--- src/rtl/stb_pkg.sv ---
// Shared types for the store buffer: entry record, drain FSM states and word-offset helpers.
package stb_pkg;

  localparam int STB_ADDR_W   = 32;
  localparam int STB_DATA_W   = 32;
  localparam int STB_SEL_W    = STB_DATA_W / 8;
  localparam int STB_WORD_OFF = $clog2(STB_SEL_W);

  typedef struct packed {
    logic [STB_ADDR_W-1:0] addr;
    logic [STB_DATA_W-1:0] data;
    logic [STB_SEL_W-1:0]  sel;
    logic                  valid;
  } stb_entry_t;

  typedef enum logic {
    STB_IDLE  = 1'b0,
    STB_DRAIN = 1'b1
  } stb_state_e;

  function automatic logic same_word(input logic [STB_ADDR_W-1:0] a,
                                     input logic [STB_ADDR_W-1:0] b);
    return a[STB_ADDR_W-1:STB_WORD_OFF] == b[STB_ADDR_W-1:STB_WORD_OFF];
  endfunction

endpackage

--- src/rtl/stb_fwd_lookup.sv ---
// Per-byte load forwarding: walks entries oldest to youngest from head so the youngest match wins.
module stb_fwd_lookup
  import stb_pkg::*;
#(
  parameter int FIFO_DEPTH = 8,
  localparam int PTR_W = $clog2(FIFO_DEPTH)
) (
  input  stb_entry_t             entries [FIFO_DEPTH],
  input  logic [PTR_W-1:0]       head,
  input  logic [STB_ADDR_W-1:0]  ld_addr,
  output logic                   ld_hit,
  output logic [STB_DATA_W-1:0]  ld_data,
  output logic [STB_SEL_W-1:0]   ld_sel
);

  logic [PTR_W-1:0] idx;

  always_comb begin
    ld_data = '0;
    ld_sel  = '0;
    idx     = '0;
    for (int k = 0; k < FIFO_DEPTH; k++) begin
      idx = head + PTR_W'(k);
      if (entries[idx].valid && same_word(entries[idx].addr, ld_addr)) begin
        for (int b = 0; b < STB_SEL_W; b++) begin
          if (entries[idx].sel[b]) begin
            ld_sel[b]          = 1'b1;
            ld_data[8*b +: 8]  = entries[idx].data[8*b +: 8];
          end
        end
      end
    end
    ld_hit = |ld_sel;
  end

endmodule

--- src/rtl/stb_fwd_buffer.sv ---
// Store buffer with in-order dcache drain and load forwarding.
// Define STB_COALESCE_EN to merge stores into the youngest unlocked entry of the same word.
module stb_fwd_buffer
  import stb_pkg::*;
#(
  parameter int ADDR_WIDTH     = STB_ADDR_W,
  parameter int DATA_WIDTH     = STB_DATA_W,
  parameter int BYTE_SEL_WIDTH = DATA_WIDTH / 8,
  parameter int FIFO_DEPTH     = 8
) (
  input  logic                              clk,
  input  logic                              rst,
  input  logic                              lsudbus2stb_req,
  input  logic [ADDR_WIDTH-1:0]             lsudbus2stb_addr,
  input  logic [DATA_WIDTH-1:0]             lsudbus2stb_wdata,
  input  logic [BYTE_SEL_WIDTH-1:0]         lsudbus2stb_sel_byte,
  output logic                              stb2dbuslsu_ack,
  output logic                              stb2dbuslsu_stall,
  input  logic [ADDR_WIDTH-1:0]             lsu2stb_ld_addr,
  output logic                              stb2lsu_ld_hit,
  output logic [DATA_WIDTH-1:0]             stb2lsu_ld_data,
  output logic [BYTE_SEL_WIDTH-1:0]         stb2lsu_ld_sel,
  input  logic                              stb_flush,
  output logic                              stb2dcache_req,
  output logic                              stb2dcache_w_en,
  output logic                              dmem_sel_o,
  output logic [ADDR_WIDTH-1:0]             stb2dcache_addr,
  output logic [DATA_WIDTH-1:0]             stb2dcache_wdata,
  output logic [BYTE_SEL_WIDTH-1:0]         stb2dcache_sel_byte,
  input  logic                              dcache2stb_ack,
  output logic                              stb2dcache_empty,
  output logic [$clog2(FIFO_DEPTH+1)-1:0]   stb_count
);

  localparam int PTR_W = $clog2(FIFO_DEPTH);
  localparam int CNT_W = $clog2(FIFO_DEPTH + 1);

  logic [ADDR_WIDTH-1:0]     ent_addr [FIFO_DEPTH];
  logic [DATA_WIDTH-1:0]     ent_data [FIFO_DEPTH];
  logic [BYTE_SEL_WIDTH-1:0] ent_sel  [FIFO_DEPTH];
  logic [FIFO_DEPTH-1:0]     ent_vld;
  stb_entry_t                entries  [FIFO_DEPTH];

  logic [PTR_W-1:0] head, tail, yng;
  logic [CNT_W-1:0] count, count_next;
  stb_state_e       state;
  logic             full, coal_hit, accept, push_new, pop, drain_req;

  assign yng  = tail - PTR_W'(1);
  assign full = (count == CNT_W'(FIFO_DEPTH));

`ifdef STB_COALESCE_EN
  // With one entry pending it is the head and therefore locked by the drain.
  assign coal_hit = (count > CNT_W'(1)) &&
                    (ent_addr[yng][ADDR_WIDTH-1:STB_WORD_OFF] ==
                     lsudbus2stb_addr[ADDR_WIDTH-1:STB_WORD_OFF]);
`else
  assign coal_hit = 1'b0;
`endif

  assign accept     = lsudbus2stb_req & ~stb_flush & (~full | coal_hit);
  assign push_new   = accept & ~coal_hit;
  assign drain_req  = (state == STB_DRAIN);
  assign pop        = drain_req & dcache2stb_ack;
  assign count_next = count + CNT_W'(push_new) - CNT_W'(pop);

  always_ff @(posedge clk or posedge rst) begin
    if (rst) begin
      head    <= '0;
      tail    <= '0;
      count   <= '0;
      ent_vld <= '0;
      state   <= STB_IDLE;
    end else begin
      count <= count_next;
      if (push_new) begin
        ent_vld[tail] <= 1'b1;
        tail          <= tail + PTR_W'(1);
      end
      if (pop) begin
        ent_vld[head] <= 1'b0;
        head          <= head + PTR_W'(1);
      end
      case (state)
        STB_IDLE:  if (count_next != '0) state <= STB_DRAIN;
        STB_DRAIN: if (pop && count_next == '0) state <= STB_IDLE;
        default:   state <= STB_IDLE;
      endcase
    end
  end

  // Payload storage carries no reset; validity lives in ent_vld.
  always_ff @(posedge clk) begin
    if (accept) begin
      if (coal_hit) begin
        for (int b = 0; b < BYTE_SEL_WIDTH; b++) begin
          if (lsudbus2stb_sel_byte[b]) ent_data[yng][8*b +: 8] <= lsudbus2stb_wdata[8*b +: 8];
        end
        ent_sel[yng] <= ent_sel[yng] | lsudbus2stb_sel_byte;
      end else begin
        ent_addr[tail] <= lsudbus2stb_addr;
        ent_data[tail] <= lsudbus2stb_wdata;
        ent_sel[tail]  <= lsudbus2stb_sel_byte;
      end
    end
  end

  always_comb begin
    for (int i = 0; i < FIFO_DEPTH; i++) begin
      entries[i] = '{addr: ent_addr[i], data: ent_data[i], sel: ent_sel[i], valid: ent_vld[i]};
    end
  end

  stb_fwd_lookup #(.FIFO_DEPTH(FIFO_DEPTH)) u_lookup (
    .entries (entries),
    .head    (head),
    .ld_addr (lsu2stb_ld_addr),
    .ld_hit  (stb2lsu_ld_hit),
    .ld_data (stb2lsu_ld_data),
    .ld_sel  (stb2lsu_ld_sel)
  );

  assign stb2dbuslsu_ack     = accept;
  assign stb2dbuslsu_stall   = lsudbus2stb_req & ~accept;
  assign stb2dcache_req      = drain_req;
  assign stb2dcache_w_en     = drain_req;
  assign dmem_sel_o          = drain_req;
  assign stb2dcache_addr     = drain_req ? ent_addr[head] : '0;
  assign stb2dcache_wdata    = drain_req ? ent_data[head] : '0;
  assign stb2dcache_sel_byte = drain_req ? ent_sel[head]  : '0;
  assign stb2dcache_empty    = (count == '0);
  assign stb_count           = count;

endmodule
--- config.mk ---
export PLATFORM = sky130hd
export DESIGN_NAME = stb_fwd_buffer
export DESIGN_NICKNAME = d
export VERILOG_FILES = /design/src/rtl/stb_pkg.sv /design/src/rtl/stb_fwd_lookup.sv /design/src/rtl/stb_fwd_buffer.sv
export SDC_FILE = /design/constraint.sdc
export NUM_CORES = 2
export LEC_CHECK = 0
export CAP_MARGIN = 40
export CORE_ASPECT_RATIO = 2
export CORE_MARGIN = 5
export CORE_UTILIZATION = 30
export DETAILED_ROUTE_END_ITERATION = 8
export PLACE_DENSITY = 0.47
export SKIP_LAST_GASP = 1
export SLEW_MARGIN = 20
export SYNTH_ARGS = -nofsm -noshare
export SYNTH_HDL_FRONTEND = slang
export SYNTH_SLANG_ARGS = --single-unit
--- constraint.sdc ---
create_clock -name clk -period 11.8 [get_ports clk]
set_input_delay 1.18 -clock clk [delete_from_list [all_inputs] [get_ports clk]]
set_output_delay 1.18 -clock clk [all_outputs]
set_load 0.005 [all_outputs]
Word-level counts from Yosys, hierarchy flattened
Memories as Yosys holds them, arrays and structs flattened.
Index checks and enable logic that the tools add are counted.
{"block": "classes", "n_addsub": 10, "n_lt_le_gt_ge": 12, "n_bitwise": 19, "n_eq_ne": 9, "n_mux": 118, "n_reduce_logical": 15}
{"operator": "$bmux W69 S3", "count": 8}
{"operator": "$mux W69", "count": 16}
{"operator": "$mux W32", "count": 10}
{"operator": "$mux W8", "count": 34}
{"operator": "$eq A30 B30 Y1", "count": 8}
{"operator": "$mux W1", "count": 38}
{"operator": "$mux W4", "count": 9}
{"operator": "$ge A4 B4 Y1 const B", "count": 8}
{"operator": "$not A3 Y4", "count": 8}
{"operator": "$add A3 B3 Y3 const B", "count": 4}
{"operator": "$logic_and A1 B1 Y1", "count": 11}
{"operator": "$and A8 B8 Y8", "count": 1}
{"operator": "$logic_not A4 Y1", "count": 2}
{"operator": "$lt A3 B4 Y1 const B", "count": 2}
{"operator": "$not A8 Y8", "count": 1}
{"operator": "$or A8 B8 Y8", "count": 1}
{"operator": "$add A3 B1 Y3 const B", "count": 2}
{"operator": "$add A3 B2 Y3 const B", "count": 2}
{"operator": "$demux W1 S3", "count": 2}
{"operator": "$ge A3 B1 Y1 const B", "count": 2}
{"operator": "$add A4 B1 Y4", "count": 1}
{"operator": "$and A1 B1 Y1", "count": 4}
{"operator": "$eq A4 B4 Y1 const B", "count": 1}
{"operator": "$not A1 Y1", "count": 4}
{"operator": "other kinds (4)", "count": 4}
{"block": "word_totals", "n_memories": 3, "in_bits": 105, "ram_bits": 544, "output_inout_bits": 115, "regBits": 19, "elab_cells": 191}
{"memory": "ent_addr", "words": 8, "word_bits": 32, "rd": 9, "rd_clocked_by_memory_dff": 0, "wr": 1, "line_no": "stb_fwd_buffer.sv:38", "rtl": "logic [ADDR_WIDTH-1:0] ent_addr [FIFO_DEPTH];"}
{"memory": "ent_data", "words": 8, "word_bits": 32, "rd": 9, "rd_clocked_by_memory_dff": 0, "wr": 1, "line_no": "stb_fwd_buffer.sv:39", "rtl": "logic [DATA_WIDTH-1:0] ent_data [FIFO_DEPTH];"}
{"memory": "ent_sel", "words": 8, "word_bits": 4, "rd": 9, "rd_clocked_by_memory_dff": 0, "wr": 1, "line_no": "stb_fwd_buffer.sv:40", "rtl": "logic [BYTE_SEL_WIDTH-1:0] ent_sel [FIFO_DEPTH];"}

Logic depth before layout (Yosys ltp)
{"block": "logic_depth", "depth_word": 22, "depth_mapped": 27}

Hierarchy
A second synthesis with hierarchy kept.
{"block": "hier_totals", "hier_cells": 3895, "hier_area_um2": 49459.9}
{"module": "stb_fwd_lookup", "area_per_inst_um2": 27581.5, "cells_per_inst": 2711, "seq_area_each_um2": 0.0, "n_inst": 1}
{"module": "stb_fwd_buffer", "area_per_inst_um2": 21878.5, "cells_per_inst": 1184, "seq_area_each_um2": 16811.1, "n_inst": 1}

Least setup slack after synthesis
Ideal clock, no wire load.
{"block": "synth_path", "kind": "input port to flip-flop", "start": "in stb_flush", "end": "mem ent_addr[0][0] (netlist bit), enable pin", "setup_time_ns": 0.580, "cell_stages": 4, "path_slack_ns": 4.598, "path_buffers": 0, "arrival_time_ns": 6.622, "path_cell_list": "nand2b_1 -> a21oi_1 -> nand2b_1 -> nor3_1"}
{"block": "synth_via", "elab_chain_cells": 5}
{"item": "start, declared", "line_no": "stb_fwd_buffer.sv:23", "rtl": "input logic stb_flush,"}
{"item": "$not A1 Y1", "line_no": "stb_fwd_buffer.sv:61", "rtl": "assign accept = lsudbus2stb_req & ~stb_flush & (~full | coal_hit);"}
{"item": "$and A1 B1 Y1 (2 in series)", "line_no": "stb_fwd_buffer.sv:61"}
{"item": "via stb2dbuslsu_ack", "line_no": "stb_fwd_buffer.sv:17", "rtl": "output logic stb2dbuslsu_ack,"}
{"item": "$mux W1", "line_no": "stb_fwd_buffer.sv:94", "rtl": "if (accept) begin"}
{"item": "$mux W1 (implied by the code)", "line_no": "stb_fwd_buffer.sv:101", "rtl": "ent_addr[tail] <= lsudbus2stb_addr;"}
{"item": "end, declared", "line_no": "stb_fwd_buffer.sv:38"}
The timed path passes the listed nets, and every way through them passes these cells.

Worst setup path after layout
{"block": "layout_path", "start": "reg head[0]", "end": "out stb2lsu_ld_data[4]"}
{"block": "layout_via", "elab_chain_cells": 21, "elab_cells_between_ends": 71, "cone_classes": "add/sub (7); eq/ne (8); mux (40); bitwise (8); reduce/logical (8)"}
{"item": "start, declared", "line_no": "stb_fwd_buffer.sv:44", "rtl": "logic [PTR_W-1:0] head, tail, yng;"}
{"item": "start signal, assigned", "line_no": "stb_fwd_buffer.sv:82", "rtl": "head <= head + PTR_W'(1);"}
{"item": "branches (longest 20 deep; another with $add A3 B1 Y3)"}
{"item": "$mux W32 (*)", "line_no": "stb_fwd_lookup.sv:24", "rtl": "if (entries[idx].valid && same_word(entries[idx].addr, ld_addr)) begin"}
{"item": "end, declared", "line_no": "stb_fwd_buffer.sv:21", "rtl": "output logic [DATA_WIDTH-1:0] stb2lsu_ld_data,"}
Mark *: on every way between the ends. The select of a mux whose other input is x is not followed.

==> flow_metrics.tcl <==
set metrics [dict create \
    cts_sinks 563 \
    synth_most_common_cell "mux4_2" \
    worst_path_most_repeated_cell "buf_4" \
    synth_nets 4126 \
    finalSetupViolations 0 \
    p_total_mw 18.0 \
    utilization 0.342 \
    r2r-end "ent_data[2][6]" \
    die_area_sq_um 169000 \
    synthCells 4007 \
    critical_path.cell_chain "clkinv_2 -> ha_4 -> buf_12 -> buf_4 -> mux2_2 -> o22a_1 -> nand4_1 -> nor4_1 -> o221ai_1 -> nand4b_4 -> buf_4 -> or4b_1 -> a311o_1 -> a21oi_1 -> clkdlybuf4s50_1" \
    antenna_left 0 \
    cp.buffers_inverters 5 \
    area_growth_pct 13.4 \
    num_io_pins 220 \
    dp_slack_ns 2.59 \
    cp.required_ns 10.62 \
    cp.arrival_ns 8.67 \
    avgSynthCellArea_sq_um 12.0 \
    yosys-top-cells-count "mux4_2, edfxtp_1, nor2_1, nand2_1, mux2i_1" \
    initial_core_util 0.302 \
    worst_pin_slew_ns 0.993 \
    viasPerCell 6.33 \
    clock_skew_ns 0.0253 \
    ys_warn_count 0 \
    p_leak_nw 17.4 \
    grt_setup_unrepaired "no" \
    nFillCells 15800 \
    r2r_cells 8 \
    first_pass_iters 7 \
    drive_above_1_share 0.242 \
    nNetsFinal 4191 \
    status "finished clean" \
    htree_num_levels 2 \
    tritoncts "done" \
    insertion_delay_ns 0.71 \
    slew_viol_final 0 \
    synth-seq-cells 563 \
    maxSlewHeadroom 0.335 \
    cts_resized 0 \
    synth_area_sq_um 48100 \
    dp_hpwl_um 167000 \
    maxCapViolCount 0 \
    period_share 0.835 \
    grt_pass1_vias 39300 \
    drc 0 \
    worst_setup_path_start_kind "flip-flop" \
    globalplace.congestion 1.07 \
    finalWirelength_um 227000 \
    yosysSeqAreaShare 0.350 \
    min_period_ns 9.85 \
    async_reset_ff_frac 0.0337 \
    worst_slack_ns 1.95 \
    clk_pin_slew_ns 0.07 \
    cts_hold_buf 0 \
    antenna_found_initial 17 \
    synth.distinct_cells 94 \
    ir_drop_mv 0.353 \
    fin_area_sq_um 54500 \
    path_depth 15 \
    dp_cells 6098 \
    gr-total-overflow 0 \
    grt_pass1_wl_um 312000 \
    synthFlopType "edfxtp_1" \
    cp_slowest_cell "ha_4" \
    grtUsageTotal 0.259 \
    worstSetupStartpoint "head[0]" \
    grt_max_degree 118 \
    fin_cells 6219 \
    synth_edf_count 544 \
    cts_buffers 55 \
    hold_slack_ns 0.521 \
    r2r_start "stb_count[2]" \
    slowest_delay_ns 0.93 \
    crit_type "flip-flop to primary output" \
    placeableCoreArea_sq_um 159000 \
    synth_top_cell_area_share 0.340 \
    via_count 39400 \
    cp-endpoint "stb2lsu_ld_data[4]" \
    cts_setup_buffers 0 \
    setup_tns_ns 0 \
    dpl_cell_area_sq_um 52500 \
    synthTopCellsByArea "edfxtp_1, mux4_2, mux2i_1" \
    wl_per_cell_um 36.4 \
    reg2reg_slack_ns 7.96 \
    drt-initial-drc-count 3669 \
    worstPathMaxFanout 70 \
    crit_family "buffers and inverters" \
    cp-end-kind "primary output" \
    hold_viol_final 0 \
    hold_path.class "flip-flop to flip-flop" \
    synth_area_leader_cell "edfxtp_1" \
    root_buffer "clkbuf_16" \
    power_density_nw_per_um2 331 \
    fmax_mhz 102 \
    chipHeight_um 576 \
    clock_path_buffers 3 \
    port_buffers 217 \
    rows 207 \
    die_x_um 293 \
]
## kinds of logic (layout without fill, tap and decap cells)
family | after synthesis | count (layout) | synth area share
AOI/OAI and AO/OA | 667 | 667 | 0.0992
muxes | 898 | 898 | 0.342
xor gates and xnor gates | 142 | 142 | 0.0260
other | 0 | 11 | 0
adders and majority gates | 14 | 14 | 0.00380
buffers and inverters | 464 | 575 | 0.0509
and+or+nand+nor | 1259 | 1259 | 0.128
DFF | 563 | 563 | 0.350
## placed cells by master, fill, tap and decap left out, types with 48 or more instances in the layout
cell	instances
clkdlybuf4s50_1	217
nand3_1	120
clkbuf_16	55
o21ai_0	84
nor3_1	75
nor2b_1	53
mux4_2	586
xnor2_1	124
edfxtp_1	544
a21oi_1	125
nand2_1	285
inv_1	72
mux2_2	75
o22ai_1	87
nor4_1	105
a211oi_1	48
buf_4	127
mux2i_1	228
nor2_1	407
## metal layers
metal	vias to the layer above	track usage	share of wire
li1	16400	-	-
met1	20400	0.263	0.32
met2	1961	0.474	0.52
met3	586	0.0376	0.059
met4	10	0.199	0.097
met5	-	0	0.00024
## flip-flops by register name, indices dropped and copies added, names as in the netlist
signal	flops
stb_count	4
tail	3
dmem_sel_o	1
ent_addr	256
head	3
ent_sel	32
ent_vld	8
ent_data	256
## area by class of cell
class / instances / area (sq um) / share of cell area
clock inverters: 47 / 494 / 0.00906
diodes: 11 / 27.5 / 0.000505
inverters: 90 / 340 / 0.00624
multi-input cells: 2980 / 29000 / 0.533
clock buffers: 56 / 1380 / 0.0253
flip-flops and latches: 563 / 16800 / 0.309
well taps: 2090 / 2620 / 0.0480
repair buffers: 382 / 3810 / 0.0699
## worst register-to-register path, cell delays in order, from the launching register on
cell,delay [ns]
dfrtp_1,0.34
inv_1,0.07
ha_1,0.19
a21oi_1,0.54
nand2b_1,0.37
nor2_4,0.56
buf_4,0.59
buf_4,0.53
buf_12,0.28
## how the worst min path moves through the flow
stage / cells after the start / slack (ns) / from / end
final: 1 / 0.52 / tail[0] / tail[0]
after global routing: 1 / 0.56 / tail[0] / tail[0]
after CTS: 1 / 0.53 / tail[0] / tail[0]
after detailed placement: 1 / 0.52 / tail[0] / tail[0]
after global placement: 1 / 0.51 / tail[0] / tail[0]
after floorplan: 1 / 0.48 / tail[0] / tail[0]
## power breakdown
part | total [mW] | internal [mW] | switching (mW)
logic | 13.5 | 5.30 | 8.22
registers | 2.62 | 2.39 | 0.233
clock network | 1.91 | 1.01 | 0.904
Power figures use the tool's default switching activity.
